--- config.mk ---
export PLATFORM = sky130hd
export DESIGN_NAME = flash_spi_arbiter
export DESIGN_NICKNAME = d
export VERILOG_FILES = /design/src/rtl/flash_spi_arbiter.sv
export SDC_FILE = /design/constraint.sdc
export NUM_CORES = 1
export LEC_CHECK = 0
export CAP_MARGIN = 20
export CORE_MARGIN = 2
export CORE_UTILIZATION = 52
export DETAILED_ROUTE_END_ITERATION = 8
export GPL_TIMING_DRIVEN = 0
export PLACE_DENSITY = 0.81
export SLEW_MARGIN = 20
export SYNTH_ARGS = -nofsm -noshare
export SYNTH_HDL_FRONTEND = slang
export SYNTH_SLANG_ARGS = --single-unit
--- constraint.sdc ---
create_clock -name clk -period 2.35 [get_ports clk]
set_input_delay 0.235 -clock clk [delete_from_list [all_inputs] [get_ports clk]]
set_output_delay 0.235 -clock clk [all_outputs]
set_load 0.01 [all_outputs]
--- src/rtl/flash_spi_arbiter.sv ---
// N-master arbiter and pad mux for the shared quad-SPI flash. It registers a
// one-hot grant, parks the bus for a guard gap between owners, and revokes a
// grant that runs too long. The revoked master stays locked out until it drops req.
module flash_spi_arbiter #(
  parameter int N_MASTERS      = 3,
  parameter int PRIO_MODE      = 0,
  parameter int GUARD_CYCLES   = 4,
  parameter int TIMEOUT_CYCLES = 65535,
  parameter int IW             = (N_MASTERS > 1) ? $clog2(N_MASTERS) : 1
) (
  input  logic                   clk,
  input  logic                   rst,
  input  logic [N_MASTERS-1:0]   req_i,
  output logic [N_MASTERS-1:0]   grant_o,
  input  logic [N_MASTERS-1:0]   m_sclk_i,
  input  logic [N_MASTERS-1:0]   m_cs_n_i,
  input  logic [4*N_MASTERS-1:0] m_sio_i,
  input  logic [4*N_MASTERS-1:0] m_oe_i,
  output logic [4*N_MASTERS-1:0] m_sio_o,
  output logic                   flash_sclk_o,
  output logic                   flash_cs_n_o,
  output logic [3:0]             flash_sio_o,
  output logic [3:0]             flash_oe_o,
  input  logic [3:0]             flash_sio_i,
  output logic                   busy_o,
  output logic [IW-1:0]          owner_o,
  output logic                   timeout_o
);

  typedef enum logic [1:0] {IDLE, GRANT, GUARD} state_t;

  localparam logic [31:0] TMO_LAST   = 32'(TIMEOUT_CYCLES - 1);
  localparam logic [7:0]  GUARD_LAST = 8'(GUARD_CYCLES - 1);

  state_t                 state_q, state_d;
  logic [N_MASTERS-1:0]   grant_q, grant_d;
  logic [IW-1:0]          owner_q, owner_d;
  logic                   tmo_q, tmo_d;
  logic [N_MASTERS-1:0]   lock_q, lock_d;
  logic [IW-1:0]          ptr_q, ptr_d;
  logic [31:0]            gcnt_q, gcnt_d;
  logic [7:0]             gdcnt_q, gdcnt_d;

  logic [N_MASTERS-1:0]   elig;
  logic                   found;
  logic [IW-1:0]          win;
  int unsigned            idx;
  logic                   owner_req;
  logic                   route;

  assign elig      = req_i & ~lock_q;
  assign owner_req = |(grant_q & req_i);
  // A master that drops req loses the pads that same cycle, even though grant_o lags by one edge.
  assign route     = (state_q == GRANT) && owner_req && !rst;

  always_comb begin
    found = 1'b0;
    win   = '0;
    idx   = 0;
    for (int unsigned i = 0; i < N_MASTERS; i++) begin
      idx = ((PRIO_MODE != 0) ? i : (int'(ptr_q) + i)) % N_MASTERS;
      if (!found && elig[idx[IW-1:0]]) begin
        found = 1'b1;
        win   = idx[IW-1:0];
      end
    end
  end

  always_comb begin
    state_d = state_q;
    grant_d = grant_q;
    owner_d = owner_q;
    tmo_d   = 1'b0;
    lock_d  = lock_q & req_i;
    ptr_d   = ptr_q;
    gcnt_d  = gcnt_q;
    gdcnt_d = gdcnt_q;
    unique case (state_q)
      IDLE: begin
        if (found) begin
          state_d      = GRANT;
          grant_d      = '0;
          grant_d[win] = 1'b1;
          owner_d      = win;
          ptr_d        = (win == IW'(N_MASTERS - 1)) ? '0 : win + 1'b1;
          gcnt_d       = '0;
        end
      end
      GRANT: begin
        if (!owner_req) begin
          state_d = GUARD;
          grant_d = '0;
          gdcnt_d = '0;
        end else if ((TIMEOUT_CYCLES != 0) && (gcnt_q == TMO_LAST)) begin
          state_d = GUARD;
          grant_d = '0;
          gdcnt_d = '0;
          tmo_d   = 1'b1;
          lock_d  = lock_d | grant_q;
        end else if (gcnt_q != '1) begin
          gcnt_d = gcnt_q + 1'b1;
        end
      end
      GUARD: begin
        if (gdcnt_q == GUARD_LAST) state_d = IDLE;
        else                       gdcnt_d = gdcnt_q + 1'b1;
      end
      default: state_d = IDLE;
    endcase
  end

  always_ff @(posedge clk) begin
    if (rst) begin
      state_q <= IDLE;
      grant_q <= '0;
      owner_q <= '0;
      tmo_q   <= 1'b0;
      lock_q  <= '0;
      ptr_q   <= '0;
      gcnt_q  <= '0;
      gdcnt_q <= '0;
    end else begin
      state_q <= state_d;
      grant_q <= grant_d;
      owner_q <= owner_d;
      tmo_q   <= tmo_d;
      lock_q  <= lock_d;
      ptr_q   <= ptr_d;
      gcnt_q  <= gcnt_d;
      gdcnt_q <= gdcnt_d;
    end
  end

  always_comb begin
    flash_sclk_o = 1'b0;
    flash_cs_n_o = 1'b1;
    flash_sio_o  = '0;
    flash_oe_o   = '0;
    m_sio_o      = '0;
    if (route) begin
      for (int unsigned k = 0; k < N_MASTERS; k++) begin
        if (grant_q[k]) begin
          flash_sclk_o       = m_sclk_i[k];
          flash_cs_n_o       = m_cs_n_i[k];
          flash_sio_o        = m_sio_i[4*k +: 4];
          flash_oe_o         = m_oe_i[4*k +: 4];
          m_sio_o[4*k +: 4]  = flash_sio_i;
        end
      end
    end
  end

  assign grant_o   = grant_q;
  assign owner_o   = owner_q;
  assign timeout_o = tmo_q;
  assign busy_o    = (state_q != IDLE);

endmodule

; Yosys cells after proc, flatten, opt, wreduce, memory -nomap -nowiden
; Index checks and enable logic that the tools add are counted.
[totals]
word_cells = 117
register_bits = 53
input_bits = 39
[op_classes]
n_addsub = 5
reduce_logical = 19
bitwise = 7
eq_ne = 13
magnitude_cmp = 5
n_mux = 57
div = 3
[op_table]
columns = op, n
row1 = two-way mux 32 bit, 4
row2 = "modulo 32 x 2 -> 32 bit, second input constant", 2
row3 = case mux 32 bit (2 select lines), 1
row4 = two-way mux 4 bit, 11
row5 = "adder 32 x 1 -> 32 bit, second input constant", 1
row6 = "== test 32 x 16 -> 1 bit, second input constant", 1
row7 = "modulo 2 x 2 -> 32 bit, second input constant", 1
row8 = "!= test 32 bit, second input constant", 1
row9 = two-way mux 8 bit, 3
row10 = two-way mux 3 bit, 6
row11 = two-way mux 1 bit, 16
row12 = two-way mux 2 bit, 8
row13 = case mux 8 bit (2 select lines), 1
row14 = "less-than comparator 2 x 3 -> 1 bit, second input constant", 4
row15 = two-way mux 12 bit, 1
row16 = "!= test 2 bit, second input constant", 5
row17 = AND 3 bit, 3
row18 = AND reduction 3 bit, 3
row19 = "adder 8 x 1 -> 8 bit, second input constant", 1
row20 = "== test 8 x 2 -> 1 bit, second input constant", 1
row21 = binary-select mux 1 bit (select 2 bit), 3
row22 = case mux 2 bit (3 select lines), 1
row23 = case mux 3 bit (2 select lines), 1
row24 = nonzero test 2 bit, 3
row25 = 18 further kinds, 27

; Depth between registers and ports, before layout
; Gate-level depths: netlist (run 1).
[depth]
word_depth = 17
depth_mapped = 10
mapped_depth_nobuf = 8

; Worst setup path after synthesis (run 1)
; OpenSTA, ideal clock, no wires.
[synth_timing]
kind = reg2reg
startpoint = reg ptr_q[0]
endpoint = reg grant_q[0] (netlist: grant_o[0])
setup_time_ps = 117
path_buffers = 0
arrival_time_ps = 2008
stages_incl_launch_ff = 9
slack_ps = 225
path_cell_list = dfxtp_1 > inv_1 > ha_1 > nor4bb_1 > nor4_1 > o21ai_0 > o32ai_1 > nor3_1 > a22o_1
[synth_via]
elab_chain_cells = 16
elab_cells_between_ends = 30
[synth_lines]
columns = element, line
row1 = from (decl), 40  ; logic [IW-1:0] ptr_q, ptr_d;
row2 = from (signal assigned), 128  ; ptr_q <= ptr_d;
row3 = branches (longest 16 deep; another with modulo 32 x 2 -> 32 bit), n/a
row4 = to (signal assigned), 124  ; grant_q <= grant_d;
row5 = to (decl), 36  ; logic [N_MASTERS-1:0] grant_q, grant_d;
; Parallel ways; which one is timed is not known. The select of a mux whose other input is x is not followed.
; A chain may end at the register's enable or synchronous reset.

; Final worst setup path (run 1)
[layout_timing]
startpoint = reg gcnt_q[0]
endpoint = reg gcnt_q[8]
[layout_via]
elab_chain_cells = 5
elab_cells_between_ends = 10
[layout_lines]
columns = element, line
row1 = from (decl), 41  ; logic [31:0] gcnt_q, gcnt_d;
row2 = from (signal assigned), 129  ; gcnt_q <= gcnt_d;
row3 = adder 32 x 1 -> 32 bit, 101  ; gcnt_d = gcnt_q + 1'b1;
row4 = two-way mux 32 bit, 100  ; end else if (gcnt_q != '1) begin
row5 = two-way mux 32 bit, 94  ; end else if ((TIMEOUT_CYCLES != 0) && (gcnt_q == TMO_LAST)) begin
row6 = two-way mux 32 bit, 90  ; if (!owner_req) begin
row7 = case mux 32 bit (2 select lines), 78  ; unique case (state_q)
; Several ways; a longest one is shown, not always the timed one. The select of a mux whose other input is x is not followed.

==> impl_metrics.json, run 1 <==
{
  "num_rows": 29,
  "reg2reg_slack_ps": 20,
  "reg2reg_depth": 10,
  "slew_headroom_pct": 53.8,
  "cp.required_ps": 2580,
  "synth_top_area_share_pct": 31.3,
  "worst_setup_path_start_kind": "register",
  "ys_seq_area_share_pct": 31.3,
  "syn-cell-area_um2": 3390,
  "gp_congestion": 0.880,
  "tightest_slew_ps": 692,
  "fin_area_um2": 4450,
  "vias": 3737,
  "clock_path_buffers": 2,
  "cts.clk_slew.worst_paths_ps": 100,
  "cp_data_arrival_time_ps": 2550,
  "worstHoldEndpoint": "gdcnt_q[1]",
  "core-area_um2": 6310,
  "start_util_pct": 53.7,
  "avgSynthCellArea_um2": 7.96,
  "area_delta_synth_final_pct": 31.3,
  "p_per_area_nw_per_um2": 829,
  "finalSetupViolations": 0,
  "nets": 553,
  "viasPerCell": 6.38,
  "ys_seq_elements": 53,
  "synth.most_common_cell": "dfxtp_1",
  "tns_ps": 0,
  "synthFlopType": "dfxtp_1",
  "crit_path_end_kind": "register",
  "finalHoldViolations": 0,
  "crit_type": "reg2reg",
  "drc": 0,
  "cts_tree": "built",
  "r2r-start": "gcnt_q[0]",
  "grt_overflow_total": 0,
  "clk_latency_ps": 320,
  "whs_path_depth": 2,
  "die_w_um": 84.8,
  "synth_cells": 426,
  "dieArea_um2": 7180,
  "root_buffer": "clkbuf_8",
  "synth_cell_types": 63,
  "synth_edf_count": 0,
  "drt_first_pass_iters": 5,
  "grt_max_degree": 17,
  "grt_first_pass_wirelength_mm": 16.3,
  "track_usage_pct": 27.5,
  "critPathMaxFanout": 10,
  "grt_pass1_vias": 3304,
  "drive_above_1_share_pct": 16.7,
  "dp_hpwl_mm": 7.10,
  "ant_nets": 0,
  "finClkSkew_ps": 7.79,
  "drt_iter0_markers": 243,
  "vdd_drop_max_v": 0.000692,
  "n_antenna_cell": 0,
  "min_from": "gdcnt_q[1]",
  "period_needed_ps": 2330,
  "fmax_mhz": 430,
  "timing.final.crit_share_pct": 99.0,
  "drv_slew": 0,
  "maxCapViolCount": 0,
  "yosysWarnings": 0,
  "rr_endpoint": "gcnt_q[8]",
  "dieHeight_um": 84.8,
  "ioPinCount": 68,
  "synthesis.nets": 471,
  "wl_per_cell_um": 17.5,
  "dpl_cell_area_um2": 4150,
  "async_flop_share_pct": 0,
  "cts_max_level": 2,
  "antenna_found_initial": 0,
  "clock-sinks": 53,
  "total_power_uw": 3690,
  "portBuffers": 66,
  "post-route-util_pct": 70.5,
  "hold_class": "reg2reg",
  "holdWs_ps": 486,
  "synth_top_area_cell": "dfxtp_1",
  "status": "completed",
  "p_leak_uw": 0.00162,
  "cts_buffers": 5,
  "synth_common_cells": "53 x dfxtp_1, 44 x a21oi_1, 43 x nor2_1",
  "synth_area_leaders": "dfxtp_1 31%, a21oi_1 6.5%, nor2_1 4.8%, a311oi_2 4.4%, and3_1 3.5%",
  "drt_wl_total_mm": 10.2
}
==> cell type report <==
type | instances | area, um^2
repair buffers | 77 | 717
fillers | 496 | 1860
flip-flops and latches | 53 | 1070
inverters | 17 | 63.8
multi-input cells | 327 | 2220
well taps | 77 | 96.3
plain buffers | 27 | 146
clock buffers | 5 | 68.8
clock inverters | 3 | 65.1
==> logic make-up (layout without fill, tap and decap cells) <==
group	after synthesis	after routing	share of synthesized area [%]
adders and majority gates	6	6	2.21
and+or+nand+nor	177	177	28.8
AOI/OAI and AO/OA	142	142	31.0
buffers and inverters	46	129	6.05
DFF	53	53	31.3
muxes	2	2	0.627
==> layout by cell type, fill, tap and decap left out, drive strengths merged, types with 11 or more instances in the layout <==
| master | Yosys | layout |
|---|---|---|
| dfxtp | 53 | 53 |
| clkdlybuf4s50 | 0 | 45 |
| a21oi | 44 | 44 |
| nor2 | 43 | 43 |
| nand2 | 32 | 32 |
| o21ai | 29 | 29 |
| buf | 11 | 24 |
| dlygate4sd2 | 0 | 21 |
| and3 | 19 | 19 |
| clkbuf | 18 | 19 |
| a311oi | 18 | 18 |
| inv | 17 | 17 |
| nand3 | 14 | 14 |
| nand4 | 13 | 13 |
| nor3 | 12 | 12 |
| a22oi | 11 | 11 |
==> state kept, by name (all words and copies together) (netlist names) <==
name,flops
owner_o,2
ptr_q,2
lock_q,3
state_q,2
grant_o,3
timeout_o,1
gcnt_q,32
gdcnt_q,8
==> metrics by stage <==
stage          worst slack, ps  std cells
2_1_floorplan              225        426
3_3_place_gp              -192        569
3_5_place_dp              -307        569
4_1_cts                  -34.7        579
5_1_grt                   -124        586
6_report                  22.3        586
==> worst max path at each step <==
stage / start / endpoint / slack [ps] / cells past startpoint
final: gcnt_q[0] / gcnt_q[8] / 20 / 10
after global routing: gcnt_q[0] / gcnt_q[25] / -120 / 10
after CTS: grant_o[1] / flash_oe_o[0] / -30 / 6
after detailed placement: req_i[2] / gcnt_q[8] / -310 / 8
after global placement: req_i[2] / gcnt_q[8] / -190 / 8
after floorplan: ptr_q[0] / grant_o[0] / 230 / 8
==> timing repair <==
| action | CTS | global route |
|---|---|---|
| hold buffers | 0 | 0 |
| gates resized for setup | 33 | 26 |
| setup buffers | 3 | 8 |
| pin swaps | 3 | 7 |
| setup endpoints to repair | 57 | 57 |
| gates cloned | 0 | 0 |
| endpoints found under the hold margin | 0 | 0 |
==> metal layers <==
metal / global-route usage, % / up-vias / share of wire (%) / wire (um)
met5: 0 / - / 0 / 0
li1: - / 1774 / - / -
met1: 37.3 / 1787 / 44 / 4460
met3: 4.82 / 26 / 6.6 / 676
met4: 6.64 / 0 / 1.6 / 165
met2: 45.5 / 150 / 48 / 4940
==> where the power goes <==
part	internal, uW	leakage, uW	switching, uW
clock	423	0.0000681	317
combinational	736	0.00112	1150
sequential	972	0.000432	89.0
==> worst max-delay path: stages, from the launching register on <==
cell and delay, ps:
dfxtp_2 360, inv_1 80, ha_1 180, nor3b_1 270, nand4_1 240, o21ai_4 290
or2_1 160, buf_6 150, nand2_4 90, buf_6 170, a221oi_2 250
(Power assumes the default switching activity.)
==> run 2, diff against run 1 <==
clock period = 2.2 ns   (was 2.35 ns; I/O delays follow)
==> run 2 against run 1 <==
Effect of this change: critical endpoint is now gcnt_q[31]; highest routed layer unchanged; sequential share of layout area down 1.6 points; non-clock buffer count rose by 18; clock-buffer cell count stayed put; fmax is 1.4% higher; the run now ends with setup timing left; final area rose by 8.7%.
==> impl_metrics.json, run 2 (synthesized netlist as in run 1, its figures left out) <==
{
  "drv_slew": 0,
  "nets": 572,
  "area_delta_synth_final_pct": 42.7,
  "vdd_drop_max_v": 0.000955,
  "cts_hold_buf": 0,
  "num_rows": 29,
  "clock_path_buffers": 2,
  "fin_ws_ps": -94.7,
  "violations": "setup timing",
  "status": "finished, violations left",
  "drc": 0,
  "top_register": "gcnt_q",
  "critical-path-top-delay-family": "compound AO/OA/AOI/OAI gates",
  "fmax_mhz": 436,
  "largest_reg_flops": 32,
  "drt_wl_total_mm": 11.7,
  "cts.clk_slew.worst_paths_ps": 100,
  "worst_setup_path_start_kind": "register",
  "die_w_um": 84.8,
  "finalSetupViolations": 32,
  "reg2reg_slack_ps": -90,
  "grt_overflow_total": 0,
  "reg.largest.list": "gcnt_q x32, gdcnt_q x8",
  "cts_tree": "built",
  "dieHeight_um": 84.8,
  "finalHoldViolations": 0,
  "drt_first_pass_iters": 7,
  "reg2reg_depth": 9,
  "period_needed_ps": 2290,
  "dieArea_um2": 7180,
  "start_util_pct": 53.7,
  "track_usage_pct": 28.5,
  "dp_hpwl_mm": 7.10,
  "p_leak_uw": 0.00191,
  "min_from": "req_i[2]",
  "finClkSkew_ps": 6.96,
  "rsz0062_at_grt": "true",
  "cp.required_ps": 2430,
  "holdWs_ps": 310,
  "critical_path.cell_chain": "inv_4 -> ha_4 -> nor4bb_4 -> nor4_2 -> o21a_1 -> a21o_1 -> nand2_4 -> buf_8 -> a311oi_2",
  "n_antenna_cell": 0,
  "gp_congestion": 0.880,
  "worstHoldEndpoint": "lock_q[2]",
  "p_per_area_nw_per_um2": 983,
  "whs_path_depth": 2,
  "critPathMaxStageDelay_ps": 400,
  "clock-sinks": 53,
  "grt_first_pass_wirelength_mm": 16.8,
  "ant_nets": 0,
  "vias": 3896,
  "maxCapViolCount": 0,
  "crit_type": "reg2reg",
  "cts_buffers": 5,
  "grt_max_degree": 17,
  "rr_endpoint": "gcnt_q[31]",
  "viasPerCell": 6.44,
  "clk_latency_ps": 320,
  "drt_iter0_markers": 234,
  "antenna_found_initial": 0,
  "critical-path-slowest-cell": "dfxtp_4",
  "core-area_um2": 6310,
  "crit_path_end_kind": "register",
  "cts_max_level": 2,
  "drive_above_1_share_pct": 24.6,
  "path_depth": 9,
  "ioPinCount": 68,
  "r2r-start": "ptr_q[0]",
  "root_buffer": "clkbuf_8",
  "portBuffers": 66,
  "hold_class": "in2reg",
  "wl_per_cell_um": 19.3,
  "timing.final.crit_share_pct": 104,
  "layout_common_cells": "44 x dfxtp_1, 43 x a21oi_1, 42 x nor2_1",
  "critical_path_buf_inv_count": 2,
  "post-route-util_pct": 76.6,
  "cp_data_arrival_time_ps": 2520,
  "slew_headroom_pct": 50.6,
  "critPathMaxFanout": 7,
  "grt_pass1_vias": 3435,
  "layout_commonest_cell": "dfxtp_1",
  "tightest_slew_ps": 742
}
[run 2: report_power, final]
group	switching (uW)	internal [uW]
logic	1530	1300
registers	93.3	1040
clock network	338	452
[run 2: how the worst max path moves through the flow]
stage	end	slack, ps	startpoint
after floorplan	grant_o[0]	80	ptr_q[0]
after global placement	gcnt_q[8]	-330	req_i[2]
after detailed placement	gcnt_q[8]	-440	req_i[2]
after CTS	m_sio_o[9]	3	grant_o[0]
after global routing	gcnt_q[31]	-170	ptr_q[0]
final	gcnt_q[31]	-90	ptr_q[0]
[run 2: layout make-up]
class / count / area, um^2
sequential: 53 / 1090
inverter: 17 / 66.3
tap: 77 / 96.3
timing repair buffer: 95 / 918
clock inverter: 3 / 65.1
fill: 411 / 1480
multi-input combinational: 328 / 2360
clock buffer: 5 / 68.8
buffer: 27 / 173
[run 2: metrics by stage]
stage / TNS [ps] / cells / total power (uW) / setup slack [ps] / area (um^2)
finish: -1890 / 605 / 4760 / -94.7 / 4840
global route: -4660 / 605 / 4970 / -171 / 4840
CTS: 0 / 588 / 3960 / 2.68 / 4470
detailed placement: -11540 / 569 / 2920 / -442 / 4150
global placement: -9220 / 569 / 2880 / -327 / 4150
floorplan: 0 / 426 / 2360 / 75.1 / 3390
[run 2: repair_timing]
item,4_1_cts,5_1_grt
resized for setup,49,71
pin swaps,8,12
cloned,1,2
endpoints found under the setup margin,69,62
setup buffers,12,15
[run 2: per-layer routing]
layer	up-vias	wire length, um	global-route usage, %
li1	1819	-	-
met1	1843	4710	38.0
met2	194	5850	46.9
met3	40	775	5.11
met4	0	320	8.80
met5	-	0	0
==> run 3, diff against run 2 <==
SETUP_SLACK_MARGIN = 0.05   (was default)
==> run 3 against run 2 <==
Effect of this change: the flow still finishes with violations (setup timing); final area decreased by 0.52%; die area is the same; register-to-register slack improved by 40 ps; flip-flop and latch count unchanged; critical path depth grew 3; final cell count rose by 0.33%; global-route usage is 2.7 points higher; critical endpoint is now gcnt_q[6].
==> impl_metrics.json, run 3 (synthesized netlist as in run 1, its figures left out) <==
{
  "critPathMaxFanout": 9,
  "dieArea_um2": 7180,
  "clk_latency_ps": 320,
  "vias": 4017,
  "grt_overflow_total": 0,
  "min_from": "req_i[1]",
  "whs_path_depth": 2,
  "drt_wl_total_mm": 12.2,
  "start_util_pct": 53.7,
  "root_buffer": "clkbuf_8",
  "critical_path_buf_inv_count": 6,
  "dpl_cell_area_um2": 4150,
  "vdd_drop_max_v": 0.000925,
  "p_per_area_nw_per_um2": 1000,
  "drt_first_pass_iters": 5,
  "reg2reg_depth": 12,
  "cts_max_level": 2,
  "die_w_um": 84.8,
  "p_leak_uw": 0.00179,
  "grt_first_pass_wirelength_mm": 18.3,
  "critical-path-slowest-cell": "a222oi_1",
  "ioPinCount": 68,
  "cts_buffers": 5,
  "maxCapViolCount": 0,
  "largest_reg_flops": 32,
  "clock-sinks": 53,
  "rsz0062_at_grt": "true",
  "period_needed_ps": 2250,
  "dp_hpwl_mm": 7.10,
  "cts.clk_slew.worst_paths_ps": 100,
  "antenna_found_initial": 0,
  "r2r-start": "grant_o[1]",
  "drive_above_1_share_pct": 26.6,
  "fin_area_um2": 4810,
  "total_power_uw": 4830,
  "worstHoldEndpoint": "lock_q[1]",
  "finClkSkew_ps": 12.5,
  "cp_data_arrival_time_ps": 2490,
  "clock_path_buffers": 2,
  "nFillCells": 422,
  "rr_endpoint": "gcnt_q[6]",
  "finalSetupViolations": 5,
  "ant_nets": 0,
  "post-route-util_pct": 76.2,
  "cp.required_ps": 2430,
  "crit_type": "reg2reg",
  "critical-path-top-delay-family": "buffers and inverters",
  "top_register": "gcnt_q",
  "slew_headroom_pct": 49.4,
  "wl_per_cell_um": 20.1,
  "viasPerCell": 6.62,
  "dieHeight_um": 84.8,
  "core-area_um2": 6310,
  "layout_common_cells": "43 x a21oi_1, 43 x dfxtp_1, 42 x clkdlybuf4s50_1",
  "track_usage_pct": 31.1,
  "worst_setup_path_start_kind": "register",
  "cts_tree": "built",
  "reg2reg_slack_ps": -50,
  "timing.final.crit_share_pct": 102,
  "drt_iter0_markers": 344,
  "fin_ws_ps": -50.7,
  "reg.largest.list": "gcnt_q x32, gdcnt_q x8",
  "nets": 574,
  "path_depth": 12,
  "critPathMaxStageDelay_ps": 370,
  "tightest_slew_ps": 759,
  "portBuffers": 66,
  "area_delta_synth_final_pct": 42.0,
  "num_rows": 29,
  "violations": "setup timing",
  "n_antenna_cell": 0,
  "critical_path.cell_chain": "buf_6 -> a222oi_1 -> buf_4 -> nor2_4 -> buf_6 -> o21ai_4 -> or2_1 -> buf_6 -> nand2_8 -> buf_12 -> buf_16 -> a221oi_2",
  "crit_path_end_kind": "register",
  "gp_congestion": 0.880,
  "fmax_mhz": 444,
  "tns_ps": -215,
  "drv_slew": 0,
  "drc": 0,
  "crit_top_cell": "buf_6",
  "hold_class": "in2reg",
  "grt_pass1_vias": 3663,
  "status": "finished, violations left",
  "finalHoldViolations": 0,
  "grt_max_degree": 17,
  "pre_cts_ws_ps": -442
}
==> run 3: changes by cell type in the layout (fill, tap and decap cells not counted), sizes merged <==
| cell | before | now |
|---|---|---|
| dlygate4sd2 | 9 | 5 |
| buf | 39 | 42 |
| clkdlybuf4s50 | 41 | 42 |
| dlymetal6s2s | 9 | 2 |
| clkbuf | 29 | 37 |
| clkdlybuf4s15 | 0 | 1 |
==> run 3: cell type report <==
type,instances,area [um^2],area share (%)
Multi-Input combinational cell,328,2370,49.3
Sequential cell,53,1080,22.5
Timing Repair Buffer,95,876,18.2
Buffer,29,190,3.95
Tap cell,77,96.3,2.00
Clock buffer,5,68.8,1.43
Clock inverter,3,65.1,1.35
Inverter,17,63.8,1.33
==> run 3: worst max-delay path by stage <==
| stage | slack, ps | endpoint | startpoint |
|---|---|---|---|
| finish | -50 | gcnt_q[6] | grant_o[1] |
| global route | -170 | gcnt_q[2] | grant_o[1] |
| CTS | 40 | m_sio_o[3] | grant_o[2] |
| detailed placement | -440 | gcnt_q[8] | req_i[2] |
| global placement | -330 | gcnt_q[8] | req_i[2] |
| floorplan | 80 | grant_o[0] | ptr_q[0] |
==> run 3: repair_timing <==
item,in CTS,in global routing
setup endpoints to repair,70,63
pin swaps,13,15
hold buffers,0,0
setup buffers,16,10
cloned,4,0
resized for setup,87,57
==> run 3: routing by layer <==
metal	global-route usage, %	share of wire [%]	up-vias
met3	4.82	7.9	47
met4	11.1	2.8	0
met1	39.8	40	1906
met5	0	0	-
li1	-	-	1820
met2	53.2	50	244
==> run 3: power breakdown <==
group	switching (uW)	internal (uW)	total [uW]
clock	351	453	803
sequential	88.4	1040	1130
combinational	1590	1300	2900
total	2030	2790	4830
==> run 3: stage by stage <==
step           hold WS [ps]  instances
2_1_floorplan           375        426
3_3_place_gp            461        569
3_5_place_dp            473        569
4_1_cts                 487        597
5_1_grt                 293        607
6_report                296        607
